==> config.mk <==
export PLATFORM = sky130hd
export DESIGN_NAME = multicycle_ctrl
export DESIGN_NICKNAME = d
export VERILOG_FILES = /design/src/rtl/multicycle_ctrl.sv
export SDC_FILE = /design/constraint.sdc
export NUM_CORES = 1
export LEC_CHECK = 0
export ABC_AREA = 1
export BUFFER_PORTS_ARGS = -buffer_cell sky130_fd_sc_hd__buf_2
export CAP_MARGIN = 20
export CORE_MARGIN = 3
export CORE_UTILIZATION = 30
export CTS_BUF_LIST = sky130_fd_sc_hd__clkbuf_8 sky130_fd_sc_hd__clkbuf_16
export CTS_CLUSTER_DIAMETER = 50
export DETAILED_ROUTE_END_ITERATION = 10
export GPL_TIMING_DRIVEN = 0
export SYNTH_ARGS = -nofsm -noshare
export SYNTH_HDL_FRONTEND = slang
export SYNTH_SLANG_ARGS = --single-unit
==> constraint.sdc <==
create_clock -name clk -period 1.8 [get_ports clk]
set_input_delay 0.09 -clock clk [delete_from_list [all_inputs] [get_ports clk]]
set_output_delay 0.09 -clock clk [all_outputs]
set_load 0.02 [all_outputs]
==> src/rtl/multicycle_ctrl.sv <==
// Control FSM for the multi-cycle Simple-RISCV datapath: fetch/decode/exec/mem/wb.
// Latency (zero-wait memory): LUI/BEQ 3 cycles, R/ADDI/SW 4, LW 5; memory stalls add cycles.
// Backpressure: mem_req held until mem_ready, trap on MEM_TIMEOUT; PERF_CNT_EN adds perf counters.
module multicycle_ctrl #(
    parameter int MEM_TIMEOUT = 16
) (
    input  logic        clk,
    input  logic        rst,
    input  logic [31:0] instr,
    input  logic        zero,
    input  logic        mem_ready,
    output logic        mem_req,
    output logic        mem_we,
    output logic        iord,
    output logic        ir_we,
    output logic        pc_we,
    output logic        pc_src,
    output logic        alu_src_a,
    output logic [1:0]  alu_src_b,
    output logic [1:0]  alu_op,
    output logic        reg_we,
    output logic [1:0]  wb_sel,
    output logic [1:0]  trap_cause,
    output logic [2:0]  state_dbg
`ifdef PERF_CNT_EN
    ,
    output logic [31:0] cycle_cnt,
    output logic [31:0] instret_cnt
`endif
);

    typedef enum logic [2:0] {
        S_FETCH  = 3'd0,
        S_DECODE = 3'd1,
        S_EXEC   = 3'd2,
        S_MEM    = 3'd3,
        S_WB     = 3'd4,
        S_BRANCH = 3'd5,
        S_TRAP   = 3'd6
    } state_t;

    localparam logic [6:0] OP_R      = 7'b0110011;
    localparam logic [6:0] OP_ADDI   = 7'b0010011;
    localparam logic [6:0] OP_LOAD   = 7'b0000011;
    localparam logic [6:0] OP_STORE  = 7'b0100011;
    localparam logic [6:0] OP_LUI    = 7'b0110111;
    localparam logic [6:0] OP_BRANCH = 7'b1100011;

    localparam logic [1:0] TRAP_NONE    = 2'b00;
    localparam logic [1:0] TRAP_ILLEGAL = 2'b01;
    localparam logic [1:0] TRAP_TIMEOUT = 2'b10;

    localparam int             CW    = (MEM_TIMEOUT > 0) ? $clog2(MEM_TIMEOUT + 1) : 1;
    localparam logic [CW-1:0]  LIMIT = CW'(MEM_TIMEOUT);

    state_t         state_q, state_d;
    logic [CW-1:0]  wait_q, wait_d;
    logic [1:0]     trap_q, trap_d;

    logic [6:0] opcode;
    logic [2:0] funct3;
    logic [6:0] funct7;
    logic [4:0] rd;
    logic       is_rtype, is_addi, is_load, is_store, is_lui, is_beq;
    logic       rtype_ok;
    logic [CW-1:0] wait_inc;
    logic       timeout_hit;
    logic       unused_instr_bits;

    assign opcode   = instr[6:0];
    assign rd       = instr[11:7];
    assign funct3   = instr[14:12];
    assign funct7   = instr[31:25];
    // Register specifiers are consumed by the datapath, not by this FSM.
    assign unused_instr_bits = ^instr[24:15];

    assign is_rtype = (opcode == OP_R);
    assign is_addi  = (opcode == OP_ADDI);
    assign is_load  = (opcode == OP_LOAD);
    assign is_store = (opcode == OP_STORE);
    assign is_lui   = (opcode == OP_LUI);
    assign is_beq   = (opcode == OP_BRANCH) && (funct3 == 3'b000);
    assign rtype_ok = is_rtype && ((funct7 == 7'b0000000) || (funct7 == 7'b0100000));

    // The limit is reached on the cycle that would make the wait count equal MEM_TIMEOUT.
    assign wait_inc    = wait_q + 1'b1;
    assign timeout_hit = (MEM_TIMEOUT > 0) && (wait_inc == LIMIT);

    always_comb begin
        state_d = state_q;
        wait_d  = '0;
        trap_d  = trap_q;
        case (state_q)
            S_FETCH: begin
                if (mem_ready) begin
                    state_d = S_DECODE;
                end else if (timeout_hit) begin
                    state_d = S_TRAP;
                    trap_d  = TRAP_TIMEOUT;
                end else begin
                    wait_d = wait_inc;
                end
            end
            S_DECODE: begin
                if (rtype_ok || is_addi || is_load || is_store) begin
                    state_d = S_EXEC;
                end else if (is_lui) begin
                    state_d = S_WB;
                end else if (is_beq) begin
                    state_d = S_BRANCH;
                end else begin
                    state_d = S_TRAP;
                    trap_d  = TRAP_ILLEGAL;
                end
            end
            S_EXEC: begin
                state_d = (is_load || is_store) ? S_MEM : S_WB;
            end
            S_MEM: begin
                if (mem_ready) begin
                    state_d = is_store ? S_FETCH : S_WB;
                end else if (timeout_hit) begin
                    state_d = S_TRAP;
                    trap_d  = TRAP_TIMEOUT;
                end else begin
                    wait_d = wait_inc;
                end
            end
            S_WB:     state_d = S_FETCH;
            S_BRANCH: state_d = S_FETCH;
            S_TRAP:   state_d = S_TRAP;
            default:  state_d = S_FETCH;
        endcase
    end

    always_ff @(posedge clk or posedge rst) begin
        if (rst) begin
            state_q <= S_FETCH;
            wait_q  <= '0;
            trap_q  <= TRAP_NONE;
        end else begin
            state_q <= state_d;
            wait_q  <= wait_d;
            trap_q  <= trap_d;
        end
    end

    // Outputs decode straight from the state flop so reset takes effect without a clock.
    always_comb begin
        mem_req   = 1'b0;
        mem_we    = 1'b0;
        iord      = 1'b0;
        ir_we     = 1'b0;
        pc_we     = 1'b0;
        pc_src    = 1'b0;
        alu_src_a = 1'b0;
        alu_src_b = 2'd0;
        alu_op    = 2'b00;
        reg_we    = 1'b0;
        wb_sel    = 2'd0;
        case (state_q)
            S_FETCH: begin
                mem_req   = 1'b1;
                alu_src_a = 1'b1;
                alu_src_b = 2'd2;
                if (mem_ready) begin
                    ir_we = 1'b1;
                    pc_we = 1'b1;
                end
            end
            S_DECODE: begin
                alu_src_a = 1'b1;
                alu_src_b = 2'd1;
            end
            S_EXEC: begin
                if (is_rtype) begin
                    alu_src_b = 2'd0;
                    alu_op    = 2'b10;
                end else if (is_addi) begin
                    alu_src_b = 2'd1;
                    alu_op    = 2'b10;
                end else begin
                    alu_src_b = 2'd1;
                end
            end
            S_MEM: begin
                mem_req = 1'b1;
                iord    = 1'b1;
                mem_we  = is_store;
            end
            S_WB: begin
                reg_we = (rd != 5'd0);
                if (is_load) begin
                    wb_sel = 2'd1;
                end else if (is_lui) begin
                    wb_sel = 2'd2;
                end
            end
            S_BRANCH: begin
                alu_op = 2'b01;
                if (zero) begin
                    pc_we  = 1'b1;
                    pc_src = 1'b1;
                end
            end
            default: begin
            end
        endcase
    end

    assign trap_cause = trap_q;
    assign state_dbg  = state_q;

`ifdef PERF_CNT_EN
    logic [31:0] cycle_q, cycle_d;
    logic [31:0] instret_q, instret_d;
    logic        retire;

    assign retire = (state_d == S_FETCH) &&
                    ((state_q == S_WB) || (state_q == S_MEM) || (state_q == S_BRANCH));

    always_comb begin
        cycle_d   = cycle_q;
        instret_d = instret_q;
        if (state_q != S_TRAP) begin
            cycle_d = cycle_q + 32'd1;
        end
        if (retire) begin
            instret_d = instret_q + 32'd1;
        end
    end

    always_ff @(posedge clk or posedge rst) begin
        if (rst) begin
            cycle_q   <= 32'd0;
            instret_q <= 32'd0;
        end else begin
            cycle_q   <= cycle_d;
            instret_q <= instret_d;
        end
    end

    assign cycle_cnt   = cycle_q;
    assign instret_cnt = instret_q;
`endif

endmodule

==> results of run 1 <==
==> cell families after synthesis <==
| kind of cell | count (synthesis) | synth area share, % |
|---|---|---|
| compound gates | 6 | 3.70 |
| fa+ha+maj | 1 | 1.54 |
| buf+inv | 22 | 10.2 |
| flops | 10 | 30.8 |
| simple gates | 90 | 53.8 |
==> flip-flops by register name, indices dropped and copies added (netlist names) <==
signal	count
wait_q	5
state_dbg	3
trap_cause	2
==> cells in the final DEF, fill, tap and decap left out <==
master / n
dlygate4sd3_1: 1
inv_2: 3
ha_1: 1
or4_1: 1
nand3_2: 1
nor2_2: 2
nor3b_1: 1
or2_2: 3
nand2_1: 31
o21ai_0: 4
a21oi_1: 2
inv_1: 19
clkbuf_8: 3
nand3_1: 11
nor3_1: 3
nand2_2: 2
nand3b_1: 2
dfrtp_1: 10
nor3_2: 2
nor2_4: 2
buf_2: 43
nand4_1: 8
nor2_1: 21
==> worst min path at each step <==
stage | start | endpoint | slack, ns | cells past startpoint
2_1_floorplan | rst | state_dbg[0] | -0.07 | 1
4_1_cts | mem_ready | wait_q[4] | 0.16 | 4
3_5_place_dp | rst | trap_cause[0] | 0.09 | 2
5_1_grt | mem_ready | wait_q[4] | 0.20 | 4
3_3_place_gp | rst | trap_cause[1] | 0.09 | 2
6_report | mem_ready | wait_q[4] | 0.17 | 4
==> layout make-up <==
cell class	instances	area (µm²)
inverter	22	82.6
sequential	10	250
tap	30	37.5
clock buffer	3	41.3
timing repair buffer	44	225
multi-input combinational	97	484
fill	274	1400
==> power breakdown <==
| group | leakage [nW] | switching, W | internal (W) | total (W) |
|---|---|---|---|---|
| combinational | 0.488 | 0.000522 | 0.000266 | 0.000788 |
| clock | 0.0216 | 0.0000800 | 0.000146 | 0.000226 |
| sequential | 0.132 | 0.0000786 | 0.000288 | 0.000366 |
| total | 0.641 | 0.000680 | 0.000700 | 0.00138 |
==> worst max-delay path, delay by kind of cell, from the launching register on <==
| family | cells | cell delay [ns] |
|---|---|---|
| and+or+nand+nor | 2 | 0.37 |
| buffers and inverters | 3 | 0.48 |
| DFF | 1 | 0.50 |
==> layer usage <==
metal | up-vias | GRT usage [%] | part of all wire (%)
li1 | 505 | - | -
met1 | 415 | 18.4 | 45
met2 | 28 | 22.9 | 49
met3 | 4 | 2.23 | 5.5
met4 | 0 | 3.97 | 1.0
met5 | - | 0 | 0
==> per-stage QoR <==
stage	utilization (%)	instance area, µm²	worst slack [ns]	instances	power [W]
after floorplan	-	817	0.0680	129	0.000918
after global placement	42.4	1070	0.379	202	0.00116
after detailed placement	42.4	1070	0.395	202	0.00117
after CTS	44.4	1120	0.115	206	0.00140
after global routing	44.4	1120	0.00343	206	0.00152
final	44.4	1120	0.123	206	0.00138
==> flow_summary.ini, run 1 <==
[sta]
maxSlewViolCount = 0
timing.fmax_ghz = 0.596
tightest_slew_ns = 0.383
rsz0062_at_grt = no
slew_headroom_pct = 74.4
setup-tns-final_ns = 0
setup_viol = 0
finalCriticalPeriod_ns = 1.68
fin_skew_ns = 0.00367
holdWs_ns = 0.171
min_period_over_period_pct = 93.2
finalHoldViolations = 0

[route]
ant_nets = 0
drc = 0
wire_per_inst_um = 10.1
wl_mm = 2.09
first_pass_iters = 4
vias = 952
drt_iter0_markers = 32
vias_per_cell = 4.62

[setup_path]
rr_startpoint = wait_q[0]
worstSetupEndpointType = output port
regToRegEndpoint = trap_cause[1]
crit_chain = inv_1 -> nor3_1 -> inv_1 -> nor3_1 -> buf_2
cp.arrival_ns = 1.59
crit_type = flop to output port
critPathRequiredTime_ns = 1.71
rrSetupSlack_ns = 0.43
crit_fanout = 8
r2r_cells = 9
cp-endpoint = wb_sel[0]
cp-start-kind = flop
critPathSlowestCell = dfrtp_1
critPathMaxStageDelay_ns = 0.50
cp-startpoint = state_dbg[2]

[clocking]
postCtsHoldBufs = 1
clkSinkCount = 10
post_cts_resize_count = 0
h-tree-depth = 1
cts-root-buf = clkbuf_8
path_clk_slew_ns = 0.05
post_cts_buffers = 0
cts_tree = built
clock_path_buffers = 2
clk_latency_ns = 0.23
cts_made_buffers = 3

[synth]
synthesis.nets = 166
synth_top_area_share_pct = 30.8
netlist_instances = 129
syn_area_um2 = 812
synth_top_area_cell = dfrtp_1
async_flop_share_pct = 100
synth.distinct_cells = 20
netlist_top_cells_count = nand2_1 (31), nor2_1 (21), inv_1 (19)
synth_most_common_cell = nand2_1
synth_seq_area_share_pct = 30.8
synthFlopType = dfrtp_1
synth_area_leaders = dfrtp_1 (31%), nand2_1 (14%), nor2_1 (9.7%)
yosysWarnings = 0
ys_ff_latch = 10
synth_edf_count = 0
syn_area_per_cell_um2 = 6.29

[power_and_ir_drop]
irDropWorstVdd_mv = 0.499
powerDensity_nw_per_um2 = 1230
p_leak_nw = 0.641

[global_route]
grt_max_degree = 11
grt_pass1_wl_mm = 3.69
antenna_found_initial = 0
first_global_vias = 898
grt_util_all_layers_pct = 13.8
grt_overflow = 0

[layout]
area_growth_pct = 38.1
nets = 215
antenna_cells = 0
final_layout_size_suffix_gt1_share_pct = 34.7

[run]
cap_violations = 0

[floorplan]
rows = 18
initial_core_util_pct = 32.2
coreArea_um2 = 2520
die_h_um = 58.0
die_w_um = 58.0
io_pins = 55
die_area_um2 = 3370

[outcome]
outcome = completed

[placement]
place.gp.congestion = 0.783
port_buffers = 43
dp.final_hpwl_mm = 1.81

[min_path]
hp-class = input pin to flop
(Power assumes the default switching activity.)
==> inputs of run 2 (changes only) <==
--- a/config.mk
+++ b/config.mk
@@ -14,6 +14,7 @@
 export CTS_CLUSTER_DIAMETER = 50
 export DETAILED_ROUTE_END_ITERATION = 10
 export GPL_TIMING_DRIVEN = 0
+export SETUP_SLACK_MARGIN = 0.5
 export SYNTH_ARGS = -nofsm -noshare
 export SYNTH_HDL_FRONTEND = slang
 export SYNTH_SLANG_ARGS = --single-unit
==> run 2 against run 1 <==
Compared with the run above: utilization is 15 points higher; sequential cell count stayed put; maximum frequency is 13% higher; total power is 51% higher; routed wire length is 38% higher; final area is 35% higher; clock-buffer cell count is 1 higher; worst setup slack better by 0.20 ns.
==> flow_summary.ini, run 2 (same netlist as run 1, synthesis figures left out) <==
[outcome]
outcome = completed

[setup_path]
cp_common_cell = nor3_4
regToRegEndpoint = state_dbg[0]
rrSetupSlack_ns = 0.42
critPathSlowestCell = dfrtp_2
cp.arrival_ns = 1.39
crit_chain = clkinvlp_4 -> nor3_4 -> inv_2 -> nor3_4 -> buf_6
crit_fanout = 4
r2r_cells = 8
cp-startpoint = state_dbg[2]
critPathRequiredTime_ns = 1.71
rr_startpoint = state_dbg[2]
cp-start-kind = flop
crit_family = flip-flops
crit_type = flop to output port
worst-path-buf-inv = 3
worstSetupEndpointType = output port
critPathMaxStageDelay_ns = 0.44

[sta]
tightest_slew_ns = 0.406
min_period_over_period_pct = 82.1
finalHoldViolations = 0
finalCriticalPeriod_ns = 1.48
rsz0062_at_grt = yes
fin_skew_ns = 0.00175
holdWs_ns = 0.204
setup_viol = 0
timing.fmax_ghz = 0.676
setup-tns-final_ns = 0
slew_headroom_pct = 72.9
maxSlewViolCount = 0

[placement]
place.gp.congestion = 0.863
dp.final_hpwl_mm = 1.89
port_buffers = 43
dpl-instance-area_um2 = 1110

[clocking]
clkSinkCount = 10
cts-root-buf = clkbuf_8
h-tree-depth = 1
cts_tree = built
clk_latency_ns = 0.23
path_clk_slew_ns = 0.05
cts_made_buffers = 3
clock_path_buffers = 2

[route]
ant_nets = 0
first_pass_iters = 4
vias = 1106
wire_per_inst_um = 12.8
drc = 0
wl_mm = 2.88
vias_per_cell = 4.92
drt_iter0_markers = 12

[floorplan]
die_w_um = 58.0
rows = 18
initial_core_util_pct = 32.2
io_pins = 55
die_area_um2 = 3370
die_h_um = 58.0
coreArea_um2 = 2520

[power_and_ir_drop]
p_int_w = 0.00113
irDropWorstVdd_mv = 0.912
power.switching_w = 0.000949
powerDensity_nw_per_um2 = 1380
sequentialPowerShare_pct = 19.5
pwr-share-comb_pct = 67.0
p_leak_nw = 0.769
p_sw_share_pct = 45.6
clkPwrFrac_pct = 13.5

[global_route]
grt_max_degree = 11
grt_pass1_wl_mm = 4.44
first_global_vias = 1091
grt_util_all_layers_pct = 16.7
grt_overflow = 0
antenna_found_initial = 0

[min_path]
hp-class = input pin to flop
whs_path_depth = 3
min_to = state_dbg[2]
min_from = mem_ready

[layout]
area_growth_pct = 86.0
antenna_cells = 0
n_fill_cell = 231
largest_reg_flops = 5
nets = 233
stdcell_area_um2 = 1510
final_cell_mix = buf_2 (31), nand2_1 (24), buf_4 (17)
final_common_cell = buf_2
final_layout_size_suffix_gt1_share_pct = 56.9
top_register = wait_q

[run]
cap_violations = 0
[run 2: changes by cell type in the layout (fill, tap and decap cells not counted), sizes merged]
cell	previous run	this run
clkinvlp	0	1
buf	43	61
inv	22	21
clkbuf	3	4
[run 2: layer usage]
| layer | track usage (%) | share of wire (%) | up-vias |
|---|---|---|---|
| li1 | - | - | 552 |
| met1 | 18.0 | 37 | 520 |
| met2 | 32.4 | 58 | 30 |
| met3 | 2.45 | 3.8 | 4 |
| met4 | 5.63 | 1.1 | 0 |
| met5 | 0 | 0 | - |
[run 2: repair_timing]
action                                  4_1_cts  5_1_grt
hold buffers                                  1        0
resized for setup                            37       21
buffers inserted                             12        6
pin swaps                                    12       10
endpoints found under the hold margin        10        0
endpoints found under the setup margin       15       22
[run 2: power groups by stage]
| stage | registers [W] | clock network, W | logic, W |
|---|---|---|---|
| global route | 0.000415 | 0.000295 | 0.00148 |
| detailed placement | 0.000387 | 0 | 0.000855 |
| floorplan | 0.000431 | 0 | 0.000558 |
| CTS | 0.000389 | 0.000285 | 0.00120 |
| global placement | 0.000383 | 0 | 0.000849 |
| finish | 0.000406 | 0.000282 | 0.00139 |
[run 2: area by class of cell]
cell class	count	area, µm²	area share, %
sequential	10	254	16.8
timing repair buffer	62	439	29.1
multi-input combinational	97	633	41.9
clock buffer	4	55.1	3.65
tap	30	37.5	2.49
inverter	22	91.3	6.05
[run 2: worst reg2reg max path, stage by stage, from the launching register on]
cell	delay, ns
dfrtp_2	0.44
clkinvlp_4	0.16
buf_6	0.15
buf_4	0.13
nand3_4	0.07
inv_4	0.04
buf_6	0.11
nand4_1	0.08
nand3b_1	0.08
[run 2: per-stage QoR]
stage	total power (W)	utilization, %	worst slack (ns)	std cells
finish	0.00208	59.9	0.322	225
global route	0.00219	59.9	0.248	225
CTS	0.00187	54.8	0.363	219
detailed placement	0.00124	44.2	0.439	202
global placement	0.00123	44.2	0.431	202
floorplan	0.000989	-	0.438	129
[run 2: worst max-delay path by stage]
stage	to	cells after the start
detailed placement	trap_cause[1]	9
global route	wb_sel[1]	5
global placement	wb_sel[0]	5
CTS	pc_we	5
floorplan	pc_we	4
finish	wb_sel[0]	5
==> inputs of run 3 (changes only) <==
==> constraint.sdc (replaced) <==
create_clock -name clk -period 1.2 [get_ports clk]
set_input_delay 0.06 -clock clk [delete_from_list [all_inputs] [get_ports clk]]
set_output_delay 0.06 -clock clk [all_outputs]
set_load 0.02 [all_outputs]
==> run 3 against run 2 <==
Compared with the run above: the run now ends with setup timing left; routed wire length grew 3.9%; critical path depth is the same; clock skew grew 0.0018 ns; combinational power grew 78%; sequential power grew 56%; sequential cell count is the same; register-to-register slack lost 0.56 ns; largest cell class unchanged.
==> flow_summary.ini, run 3 (same netlist as run 1, synthesis figures left out) <==
[sta]
min_period_over_period_pct = 120
rsz0062_at_grt = yes
setup_viol = 23
fin_skew_ns = 0.00358
worst_slack_ns = -0.244
finalHoldViolations = 0
slew_headroom_pct = 77.2
finalCriticalPeriod_ns = 1.44
timing.fmax_ghz = 0.692
tightest_slew_ns = 0.340
maxSlewViolCount = 0

[clocking]
cts_tree = built
clock_path_buffers = 2
clk_latency_ns = 0.24
clkSinkCount = 10
h-tree-depth = 1
cts_made_buffers = 3
path_clk_slew_ns = 0.05
cts-root-buf = clkbuf_8

[outcome]
failed_checks = setup timing
outcome = finished with violations

[route]
first_pass_iters = 4
drt_iter0_markers = 18
wl_mm = 3.00
vias_per_cell = 4.84
drc = 0
wire_per_inst_um = 13.0
vias = 1114
ant_nets = 0

[layout]
area_growth_pct = 107
top_register = wait_q
fin_util_pct = 66.6
final_cell_mix = buf_6 (27), buf_2 (24), nand2_1 (21)
nets = 238
final_cell_count_no_fill = 230
final_common_cell = buf_6
largest_reg_flops = 5
final_layout_size_suffix_gt1_share_pct = 63.5
antenna_cells = 0

[setup_path]
critPathRequiredTime_ns = 1.14
crit_chain = nor3_4 -> inv_2 -> nor2_4 -> or2_4 -> buf_6
r2r_cells = 8
crit_cells = 5
worst-path-buf-inv = 2
cp.arrival_ns = 1.38
critPathSlowestCell = dfrtp_2
critPathMaxStageDelay_ns = 0.52
crit_fanout = 7
worstSetupEndpointType = output port
cp-start-kind = flop
crit_type = flop to output port
crit_family = flip-flops

[placement]
place.gp.congestion = 0.822
dp.final_hpwl_mm = 1.88
dpl.cell_count = 202
port_buffers = 43

[global_route]
grt_util_all_layers_pct = 18.9
grt_overflow = 0
first_global_vias = 1196
antenna_found_initial = 0
grt_max_degree = 11
grt_pass1_wl_mm = 5.09

[power_and_ir_drop]
p_leak_nw = 0.815
irDropWorstVdd_mv = 1.77
powerDensity_nw_per_um2 = 2110

[floorplan]
die_area_um2 = 3370
io_pins = 55
die_h_um = 58.0
initial_core_util_pct = 32.2
coreArea_um2 = 2520
die_w_um = 58.0
rows = 18

[min_path]
hp-class = input pin to flop
whs_path_depth = 4

[run]
cap_violations = 0
-- run 3: changes by cell type in the layout (fill, tap and decap cells not counted), sizes merged --
cell,before,now
clkinvlp,1,2
buf,61,66
inv,21,20
-- run 3: cell type report --
type                            instances  area [µm²]
Clock buffer                            4        55.1
Fill cell                             207         843
Inverter                               22        95.1
Multi-Input combinational cell         97         689
Sequential cell                        10         255
Tap cell                               30        37.5
Timing Repair Buffer                   67         547
-- run 3: metal layers --
metal | up-vias | part of all wire (%) | routed length (µm) | GRT usage [%]
met4 | 0 | 2.4 | 71 | 7.95
met3 | 8 | 3.8 | 113 | 3.12
li1 | 558 | - | - | -
met2 | 32 | 54 | 1610 | 34.7
met1 | 516 | 40 | 1200 | 21.4
met5 | - | 0 | 0 | 0
-- run 3: final timing paths --
path	from	endpoint	slack [ns]
max in group asynchronous	rst	state_dbg[1]	0.72
setup reg to reg	wait_q[1]	trap_cause[1]	-0.14
hold reg to reg	wait_q[0]	wait_q[0]	0.50
hold / removal	mem_ready	wait_q[4]	0.14
setup / recovery	state_dbg[0]	pc_we	-0.24
min in group asynchronous	rst	wait_q[3]	0.30
-- run 3: timing repair --
item                       CTS  global route
gates resized for setup     68            17
setup endpoints to repair   29            39
hold buffers                 1             0
setup buffers               16             7
pin swaps                   24            17
hold endpoints to repair    10             0
cloned                       0             0
-- run 3: worst min-delay path, cell delays in order --
cell and delay [ns]:
buf_2 0.13, nor2_4 0.06, nand2_1 0.05, nor2_1 0.03
-- run 3: through the flow --
| step | TNS, ns | hold slack (ns) | total power (W) | setup WS, ns | cell area, µm² |
|---|---|---|---|---|---|
| floorplan | -0.560 | -0.100 | 0.00156 | -0.132 | 898 |
| global route | -4.83 | 0.144 | 0.00375 | -0.340 | 1680 |
| global placement | -1.26 | 0.0558 | 0.00193 | -0.189 | 1150 |
| CTS | -2.70 | 0.120 | 0.00325 | -0.252 | 1570 |
| detailed placement | -1.43 | 0.0608 | 0.00194 | -0.208 | 1150 |
| finish | -3.12 | 0.144 | 0.00354 | -0.244 | 1680 |
-- run 3: power by group --
group | internal (W) | switching (W)
clock | 0.000289 | 0.000141
combinational | 0.00123 | 0.00125
sequential | 0.000442 | 0.000190
total | 0.00197 | 0.00158
